--- src/rtl/cpu_pkg.sv ---
// Shared definitions for the multi-cycle sequencer: state encoding, PC defaults,
// the reset instruction and the branch-offset helper.
package cpu_pkg;

  typedef enum logic [2:0] {
    IDLE   = 3'd0,
    FETCH  = 3'd1,
    EXEC   = 3'd2,
    MEM    = 3'd3,
    COMMIT = 3'd4
  } state_t;

  localparam logic [31:0] PC_INC_DEFAULT   = 32'd4;
  localparam logic [31:0] RESET_PC_DEFAULT = 32'h0000_0000;
  localparam logic [31:0] NOP_INST         = 32'h0000_0000;

  // Word-aligned branch displacement: sign-extended immediate shifted left by two.
  function automatic logic [31:0] branch_offset(input logic [15:0] imm);
    return {{14{imm[15]}}, imm, 2'b00};
  endfunction

endpackage

--- src/rtl/pc_next.sv ---
// Combinational next-PC: sequential increment, optionally plus the branch displacement.
module pc_next
  import cpu_pkg::*;
#(
  parameter logic [31:0] PC_INC = PC_INC_DEFAULT
) (
  input  logic [31:0] pc,
  input  logic [15:0] imm,
  input  logic        npc_sel,
  output logic [31:0] next_pc
);

  logic [31:0] seq_pc;
  logic [31:0] branch_pc;

  assign seq_pc    = pc + PC_INC;
  assign branch_pc = seq_pc + branch_offset(imm);
  assign next_pc   = npc_sel ? branch_pc : seq_pc;

endmodule

--- src/rtl/instr_sequencer.sv ---
// Multi-cycle instruction sequencer: fetch, settle, optional data access, commit.
// Define INSTR_COUNT_EN to build the retired-instruction counter.
module instr_sequencer
  import cpu_pkg::*;
#(
  parameter logic [31:0] RESET_PC = RESET_PC_DEFAULT,
  parameter logic [31:0] PC_INC   = PC_INC_DEFAULT
) (
  input  logic        clk,
  input  logic        rst_n,
  input  logic        run,
  output logic        imem_req,
  output logic [31:0] imem_addr,
  input  logic        imem_ack,
  input  logic [31:0] imem_rdata,
  output logic [31:0] inst,
  input  logic        is_lw,
  input  logic        is_sw,
  input  logic        npc_sel,
  output logic        dmem_req,
  output logic        dmem_we,
  input  logic        dmem_ack,
  output logic        commit,
  output logic [31:0] pc,
  output logic        busy,
  output logic [31:0] retired_cnt
);

  state_t      state;
  logic [31:0] next_pc;

  pc_next #(
    .PC_INC(PC_INC)
  ) u_pc_next (
    .pc     (pc),
    .imm    (inst[15:0]),
    .npc_sel(npc_sel),
    .next_pc(next_pc)
  );

  assign imem_addr = pc;

  // Outputs are registered alongside the state so each one is valid for the
  // whole cycle the FSM spends in the state that owns it.
  always_ff @(posedge clk or negedge rst_n) begin
    if (!rst_n) begin
      state    <= IDLE;
      pc       <= RESET_PC;
      inst     <= NOP_INST;
      imem_req <= 1'b0;
      dmem_req <= 1'b0;
      dmem_we  <= 1'b0;
      commit   <= 1'b0;
      busy     <= 1'b0;
    end else begin
      case (state)
        IDLE: begin
          if (run) begin
            state    <= FETCH;
            imem_req <= 1'b1;
            busy     <= 1'b1;
          end
        end
        FETCH: begin
          if (imem_ack) begin
            inst     <= imem_rdata;
            imem_req <= 1'b0;
            state    <= EXEC;
          end
        end
        EXEC: begin
          // An illegal lw+sw decode follows the store path since dmem_we tracks is_sw.
          if (is_lw || is_sw) begin
            state    <= MEM;
            dmem_req <= 1'b1;
            dmem_we  <= is_sw;
          end else begin
            state  <= COMMIT;
            commit <= 1'b1;
          end
        end
        MEM: begin
          if (dmem_ack) begin
            state    <= COMMIT;
            dmem_req <= 1'b0;
            dmem_we  <= 1'b0;
            commit   <= 1'b1;
          end
        end
        COMMIT: begin
          commit <= 1'b0;
          pc     <= next_pc;
          if (run) begin
            state    <= FETCH;
            imem_req <= 1'b1;
          end else begin
            state <= IDLE;
            busy  <= 1'b0;
          end
        end
        default: begin
          state    <= IDLE;
          imem_req <= 1'b0;
          dmem_req <= 1'b0;
          dmem_we  <= 1'b0;
          commit   <= 1'b0;
          busy     <= 1'b0;
        end
      endcase
    end
  end

`ifdef INSTR_COUNT_EN
  logic [31:0] retired_q;

  always_ff @(posedge clk or negedge rst_n) begin
    if (!rst_n) begin
      retired_q <= 32'd0;
    end else if (commit) begin
      retired_q <= retired_q + 32'd1;
    end
  end

  assign retired_cnt = retired_q;
`else
  assign retired_cnt = 32'd0;
`endif

endmodule

--- config.mk ---
export PLATFORM = sky130hd
export DESIGN_NAME = instr_sequencer
export DESIGN_NICKNAME = d
export VERILOG_FILES = /design/src/rtl/cpu_pkg.sv /design/src/rtl/pc_next.sv /design/src/rtl/instr_sequencer.sv
export SDC_FILE = /design/constraint.sdc
export NUM_CORES = 1
export LEC_CHECK = 0
export BUFFER_PORTS_ARGS = -buffer_cell sky130_fd_sc_hd__buf_2
export CAP_MARGIN = 20
export CELL_PAD_IN_SITES_DETAIL_PLACEMENT = 1
export CELL_PAD_IN_SITES_GLOBAL_PLACEMENT = 1
export CORE_MARGIN = 8
export CORE_UTILIZATION = 39
export DETAILED_ROUTE_END_ITERATION = 10
export PLACE_DENSITY_LB_ADDON = 0.05
export REMOVE_ABC_BUFFERS = 1
export SETUP_SLACK_MARGIN = 0.4
export SYNTH_ARGS = -nofsm -noshare
export SYNTH_HDL_FRONTEND = slang
export SYNTH_SLANG_ARGS = --single-unit
--- constraint.sdc ---
create_clock -name clk -period 4.5 [get_ports clk]
set_clock_uncertainty 0.05 [all_clocks]
set_input_delay 0.225 -clock clk [delete_from_list [all_inputs] [get_ports clk]]
set_output_delay 0.225 -clock clk [all_outputs]
set_load 0.005 [all_outputs]
# Word-level counts from Yosys, hierarchy flattened
# Index checks and enable logic that the tools add are counted.
# W data, S select, Z words.
[word_totals]
output_inout_bits = 133
regBits = 72
input_bits = 40
[op_classes]
reduce_logical = 13
n_addsub = 2
eq_ne = 11
muxes = 20
bitwise_logic = 4
[ops]
columns = ["op", "n"]
rows = [
  ["$add A32 B3 Y32 const B", 1],
  ["$add A32 B32 Y32", 1],
  ["$mux W32", 1],
  ["$pmux W1 S3", 5],
  ["$pmux W3 S5", 1],
  ["$reduce_and A3 Y1", 5],
  ["$mux W3", 4],
  ["$ne A2 B2 Y1 const B", 6],
  ["$mux W1", 9],
  ["$eq A3 B2 Y1 const B", 2],
  ["$reduce_or A2 Y1", 3],
  ["$reduce_or A3 Y1", 2],
  ["$not A1 Y1", 4],
  ["$eq A3 B1 Y1 const B", 1],
  ["$eq A3 B3 Y1 const B", 1],
  ["$logic_not A3 Y1", 1],
  ["$ne A2 B1 Y1 const B", 1],
  ["$reduce_and A2 Y1", 1],
  ["$logic_or A1 B1 Y1", 1],
]

# Longest topological paths before layout
# Gate-level depths: netlist of the first run.
[logic_depth]
ltp_word = 4
depth_mapped = 19
depth_no_buf = 18

# Cells and area by module
# From an unflattened synthesis of the first run, not the netlist that was laid out.
[unflattened]
cells_unflattened = 635
area_unflattened_um2 = 6060.8
[modules_own_cells]
columns = ["mod", "area_each_um2", "cells_each", "seq_area_each_um2", "n_inst"]
rows = [
  ["instr_sequencer", 3424.5, 241, 1801.7, 1],
  ["pc_next", 2636.3, 394, 0.0, 1],
]

# Worst setup path after synthesis of the first run
# OpenSTA, ideal clock, no wires.
[synth_timing]
path_kind = "register to register"
startpoint = "register pc[4], in the netlist imem_addr[4]"
endpoint = "register pc[31], in the netlist imem_addr[31]"
n_path_buf = 1
arrival_time_ns = 3.934
required_ns = 4.324
setup_time_ns = 0.126
path_stages_with_launch = 19
synth_period_minus_slack_ns = 4.111
slack_ns = 0.389
cell_sequence = "dfrtp_1 -> and3_1 -> clkbuf_1 -> and3_1 -> and3_1 -> and3_1 -> nand3_1 -> nor2_1 -> xor2_1 -> ha_1 -> a21o_1 -> a21o_1 -> nor3b_1 -> o311a_1 -> o31ai_1 -> a21oi_1 -> xnor2_1 -> or3_1 -> a311o_1"
[synth_between]
elab_chain_cells = 3
[synth_lines]
columns = ["element", "line", "source"]
rows = [
  ["from (decl)", "instr_sequencer.sv:24", "output logic [31:0] pc,"],
  ["from (signal assigned)", "instr_sequencer.sv:92", "pc <= next_pc;"],
  ["$add A32 B3 Y32 (*)", "pc_next.sv:16", "assign seq_pc = pc + PC_INC;"],
  ["$add A32 B32 Y32", "pc_next.sv:17", "assign branch_pc = seq_pc + branch_offset(imm);"],
  ["$mux W32 (*)", "pc_next.sv:18", "assign next_pc = npc_sel ? branch_pc : seq_pc;"],
]
# Mark *: on every way between the ends. The rest lies on a longest branch, timed or not.
# A chain may end at the register's enable or synchronous reset.

# Final worst setup path of the first run
# Ends and elaborated chain as after synthesis.

==> results of run 1 <==
==> layer usage <==
metal | vias up | routed length [um]
met3 | 22 | 1280
met1 | 2619 | 7980
met2 | 152 | 8850
met4 | 0 | 260
li1 | 2541 | -
met5 | - | 0
==> through the flow <==
stage               instance area, um^2  power (mW)  setup slack [ns]
CTS                                6720        5.85             0.384
finish                             7090        6.17             0.525
detailed placement                 6340        4.99             0.143
floorplan                          5300        3.73             0.453
global placement                   6340        4.93             0.323
global route                       7090        6.69             0.355
==> cell usage after synthesis (all sizes together) (2+ instances only) <==
library cell / number
nor4: 2
o31a: 2
o41ai: 2
a21o: 24
a31oi: 8
nor3: 13
o31ai: 6
and4: 2
buf: 72
and3: 19
mux2i: 3
nand2b: 4
o21bai: 3
a221oi: 3
ha: 37
clkbuf: 23
and2: 6
mux2: 33
o22ai: 2
o21ai: 64
inv: 11
a2111oi: 2
a21boi: 2
a22oi: 12
dfrtp: 70
nor2: 48
nand4: 7
nand3: 22
or3: 4
a21oi: 45
xor2: 28
a32oi: 2
xnor2: 24
nor3b: 3
nand2: 48
a211oi: 3
==> cells by family after synthesis <==
| family | after synthesis | synth area share |
|---|---|---|
| AO/OA/AOI/OAI | 187 | 0.200 |
| AND/OR/NAND/NOR | 180 | 0.147 |
| buffers and inverters | 108 | 0.123 |
| flip-flops | 70 | 0.300 |
| XOR/XNOR | 52 | 0.0779 |
| adder cells (fa/ha/maj) | 38 | 0.0826 |
| multiplexers | 36 | 0.0687 |
| other | 1 | 0.000642 |
==> layout make-up <==
class	instances	area [um^2]
Fill cell	1729	7500
Timing Repair Buffer	170	940
Sequential cell	70	1770
Inverter	11	41.3
Tap cell	184	230
Clock buffer	11	253
Clock inverter	5	57.6
Multi-Input combinational cell	529	3800
==> flip-flops by register name, summed over array words and instances (netlist names) <==
register / cells
busy: 1
commit: 1
dmem_req: 1
dmem_we: 1
imem_addr: 30
imem_req: 1
inst: 32
state: 3
==> timing repair <==
item                                   CTS  global route
hold buffers                             0             0
setup buffers                            4            13
resized for setup                       15            58
pin swaps                                5            18
endpoints found under the hold margin    0             0
setup endpoints to repair                6             9
==> report_power, final <==
group          leakage [nW]  switching (mW)  internal (mW)
Combinational          2.42            2.16           1.91
Clock                 0.155           0.289          0.460
Sequential            0.827           0.404          0.945
==> worst paths after layout <==
check | end
max | imem_addr[31]$_DFFE_PN0N_
min | commit$_DFFE_PN0P_
max reg2reg | imem_addr[31]$_DFFE_PN0N_
min reg2reg | commit$_DFFE_PN0P_
max in group asynchronous | imem_addr[9]$_DFFE_PN0N_
min in group clk | inst[13]$_DFFE_PN0P_
==> worst max-delay path: stages (launching register included) <==
cell	delay [ns]
dfrtp_1	0.36
and3_4	0.19
and3_4	0.21
and3_4	0.20
and3_4	0.21
nand3_4	0.09
buf_6	0.17
xnor2_2	0.14
ha_2	0.20
a21o_1	0.17
a21o_1	0.18
a21o_1	0.18
nor3b_2	0.19
o311a_4	0.24
o31ai_4	0.08
a21oi_2	0.20
xnor2_2	0.11
or3_1	0.38
a311o_1	0.31
==> flow_summary.yaml, run 1 <==
floorplanning:
  die_h_um: 138
  start_util: 0.401
  std_cell_rows: 44
  coreArea_um2: 14600
  die_x_um: 138
  ios: 173
  fp.dieArea_um2: 19200
cts:
  cts_max_path_buffers: 2
  ctsRootBufferMaster: "clkbuf_16"
  cts_tree: "yes"
  cts_max_level: 3
  clk_pin_slew_ns: 0.06
  clock_latency_ns: 0.34
  cts_buffers: 9
  cts.sink_count: 70
grt:
  grt_use_total: 0.182
  grt_max_degree: 77
  use_met3: 0.0616
  grt-ovfl-total: 0
  grt_antenna_before_repair: 0
  met2_usage: 0.301
  grt_pass1_vias: 5640
  grt_pass1_wl_mm: 29.0
  grt.busiest_layer: "met2"
  met1_usage: 0.218
status:
  status: "finished with violations"
  violations: "negative hold slack"
sta:
  setup_tns_ns: 0
  whs_ns: -0.0313
  worstMarginPinSlew_ns: 1.07
  drv_slew: 0
  setup_violations: 0
  hold_viol: 70
  relSlewSlack: 0.284
  rsz0062_at_grt: "true"
  fmax_ghz: 0.252
  finalCriticalPeriod_ns: 3.98
  period_share: 0.883
finish:
  area_growth_pct: 21.3
  layout_commonest_cell: "buf_2"
  final_nets: 869
  instances_no_fill: 980
  n_antenna_cell: 0
  drive_gt1_frac: 0.362
  final_cell_mix: "buf_2, o21ai_0, dfrtp_1, nand2_1, nor2_1"
  utilization: 0.486
placement:
  dp.cells: 947
  io_buffers: 136
  hpwl_mm: 13.6
  place.gp.congestion: 0.856
yosys:
  avgSynthCellArea_um2: 8.70
  yosysTopAreaCell: "dfrtp_1"
  synth_area_leaders: "dfrtp_1, buf_4, ha_1, mux2_2, o21ai_0"
  synth_edf_count: 0
  syn_area_um2: 5850
  ys_types: 65
  ys_seq_area_frac: 0.300
  ys_seq_elements: 70
  synth_ff_type: "dfrtp_1"
  synth_top_cell_area_share: 0.300
  syn_inst: 672
  ys_warn_count: 0
  async_reset_ff_frac: 1.00
routing:
  drcViolationCount: 0
  drt_first_pass_iters: 4
  routedWlPerCell_um: 18.7
  drtIter0Drc: 207
  routed_wl_mm: 18.4
  avgViaCountPerCell: 5.44
  vias: 5334
  ant_nets: 0
critical_path:
  reg2reg_from: "imem_addr[4]$_DFFE_PN0N_"
  worstSetupPathType: "reg2reg"
  worstSetupEndpointType: "flip-flop"
  rrSetupSlack_ns: 0.52
  path_max_fanout: 4
  cp.arrival_ns: 4.15
  start_kind: "flip-flop"
  crit_start: "imem_addr[4]$_DFFE_PN0N_"
  r2r_cells: 18
  crit_required_ns: 4.68
power_and_ir_drop:
  ir_worst_vdd_mv: 0.373
  leakagePower_nw: 3.41
  power.density_nw_per_um2: 871
min_path:
  hp-class: "in2async"
job:
  cap_violations: 0
Power figures use the tool's default switching activity.
==> run 2: changes to the inputs <==
CAP_MARGIN = not set   (was 20)
CORE_MARGIN = not set   (was 8)
==> flow_summary.yaml, run 2 (synthesis gave the netlist of run 1 again) <==
status:
  status: "finished with violations"
  violations: "negative hold slack"
placement:
  postPlaceCellArea_um2: 6340
  hpwl_mm: 12.3
  io_buffers: 136
  place.gp.congestion: 0.899
  pre_cts_ws_ns: 0.181
sta:
  fmax_ghz: 0.251
  relSlewSlack: 0.287
  setup_tns_ns: 0
  setup_violations: 0
  fin_ws_ns: 0.521
  finalCriticalPeriod_ns: 3.98
  worstMarginPinSlew_ns: 1.07
  whs_ns: -0.0494
  hold_viol: 46
  drv_slew: 0
  rsz0062_at_grt: "true"
  period_share: 0.884
cts:
  cts_tree: "yes"
  clk_pin_slew_ns: 0.06
  clock_latency_ns: 0.35
  cts_max_path_buffers: 2
  cts_max_level: 3
  cts_buffers: 9
  hold_buffers: 0
  ctsRootBufferMaster: "clkbuf_16"
  cts.sink_count: 70
critical_path:
  crit_required_ns: 4.68
  worstSetupPathType: "reg2reg"
  r2r_cells: 18
  start_kind: "flip-flop"
  crit-reg2reg-capture: "imem_addr[31]$_DFFE_PN0N_"
  reg2reg_from: "imem_addr[6]$_DFFE_PN0N_"
  path_max_fanout: 4
  rrSetupSlack_ns: 0.52
  cp.arrival_ns: 4.15
  worstSetupEndpointType: "flip-flop"
finish:
  area_growth_pct: 22.4
  fin_area_um2: 7150
  fillers: 1763
  largest-register: "inst"
  final_cell_mix: "buf_2, o21ai_0, dfrtp_1, nand2_1"
  utilization: 0.490
  drive_gt1_frac: 0.368
  layout_commonest_cell: "buf_2"
  final_nets: 881
  largest_register_ffs: 32
  n_antenna_cell: 0
floorplanning:
  die_h_um: 124
  ios: 173
  die_x_um: 124
  coreArea_um2: 14600
  fp.dieArea_um2: 15500
  std_cell_rows: 44
  start_util: 0.401
grt:
  grt_pass1_wl_mm: 27.4
  grt_antenna_before_repair: 0
  grt_use_total: 0.219
  grt_pass1_vias: 5314
  grt_max_degree: 77
  grt-ovfl-total: 0
routing:
  drt_first_pass_iters: 4
  avgViaCountPerCell: 5.44
  drcViolationCount: 0
  vias: 5395
  routed_wl_mm: 17.4
  ant_nets: 0
  drtIter0Drc: 226
  routedWlPerCell_um: 17.5
power_and_ir_drop:
  power.density_nw_per_um2: 872
  total_power_mw: 6.24
  ir_worst_vdd_mv: 0.340
  leakagePower_nw: 3.46
job:
  cap_violations: 0
min_path:
  hp-class: "in2async"
[run 2: cell types whose count changed in the layout (fill, tap and decap cells not counted), sizes merged]
cell | before | now
clkbuf | 12 | 14
clkinv | 4 | 2
buf | 169 | 181
[run 2: worst max-delay path, stage by stage (launching register included)]
cell and delay, ns:
dfrtp_1 0.36, and3_4 0.19, and3_4 0.21, and3_4 0.20
and3_4 0.22, nand3_4 0.10, buf_6 0.17, xnor2_4 0.12
ha_2 0.21, a21o_1 0.19, a21o_1 0.15, a21o_1 0.19
nor3b_2 0.15, o311a_1 0.23, o31ai_2 0.08, a21oi_2 0.18
xnor2_2 0.11, or3_1 0.38, a311o_1 0.35
[run 2: where the power goes]
part           switching, mW  internal, mW
Sequential             0.392         0.945
Clock                  0.284         0.445
Combinational           2.17          1.99
Total                   2.85          3.38
[run 2: through the flow]
step / hold slack (ns) / instances
floorplan: -0.121 / 610
global placement: 0.364 / 946
CTS: 0.0133 / 968
finish: -0.0494 / 992
detailed placement: 0.385 / 946
global route: 0.0518 / 992
[run 2: repair_timing]
action / CTS / global route
setup buffers: 6 / 24
endpoints found under the hold margin: 0 / 0
gates resized for setup: 17 / 55
pin swaps: 4 / 24
setup endpoints to repair: 6 / 8
[run 2: worst max-delay path by stage]
stage	startpoint	endpoint	slack, ns
after floorplan	imem_addr[4]$_DFFE_PN0N_	imem_addr[31]$_DFFE_PN0N_	0.45
final	imem_addr[6]$_DFFE_PN0N_	imem_addr[31]$_DFFE_PN0N_	0.52
after detailed placement	imem_addr[5]$_DFFE_PN0N_	imem_addr[31]$_DFFE_PN0N_	0.18
after global placement	imem_addr[5]$_DFFE_PN0N_	imem_addr[31]$_DFFE_PN0N_	0.32
after global routing	imem_addr[6]$_DFFE_PN0N_	imem_addr[28]$_DFFE_PN0N_	0.30
after CTS	imem_addr[2]$_DFFE_PN0N_	imem_addr[31]$_DFFE_PN0N_	0.40
[run 2: cell type report]
type,instances,area [um^2],share of cell area
well taps,184,230,0.0322
multi-input cells,529,3790,0.530
inverters,11,41.3,0.00577
repair buffers,182,1030,0.144
clock inverters,3,43.8,0.00612
flip-flops and latches,70,1770,0.247
clock buffers,13,250,0.0350
[run 2: metal layers]
layer,wire (um),vias to the layer above,GRT usage
li1,-,2563,-
met1,7740,2650,0.273
met2,8490,160,0.376
met3,841,22,0.0481
met4,296,0,0.0659
met5,0,-,0
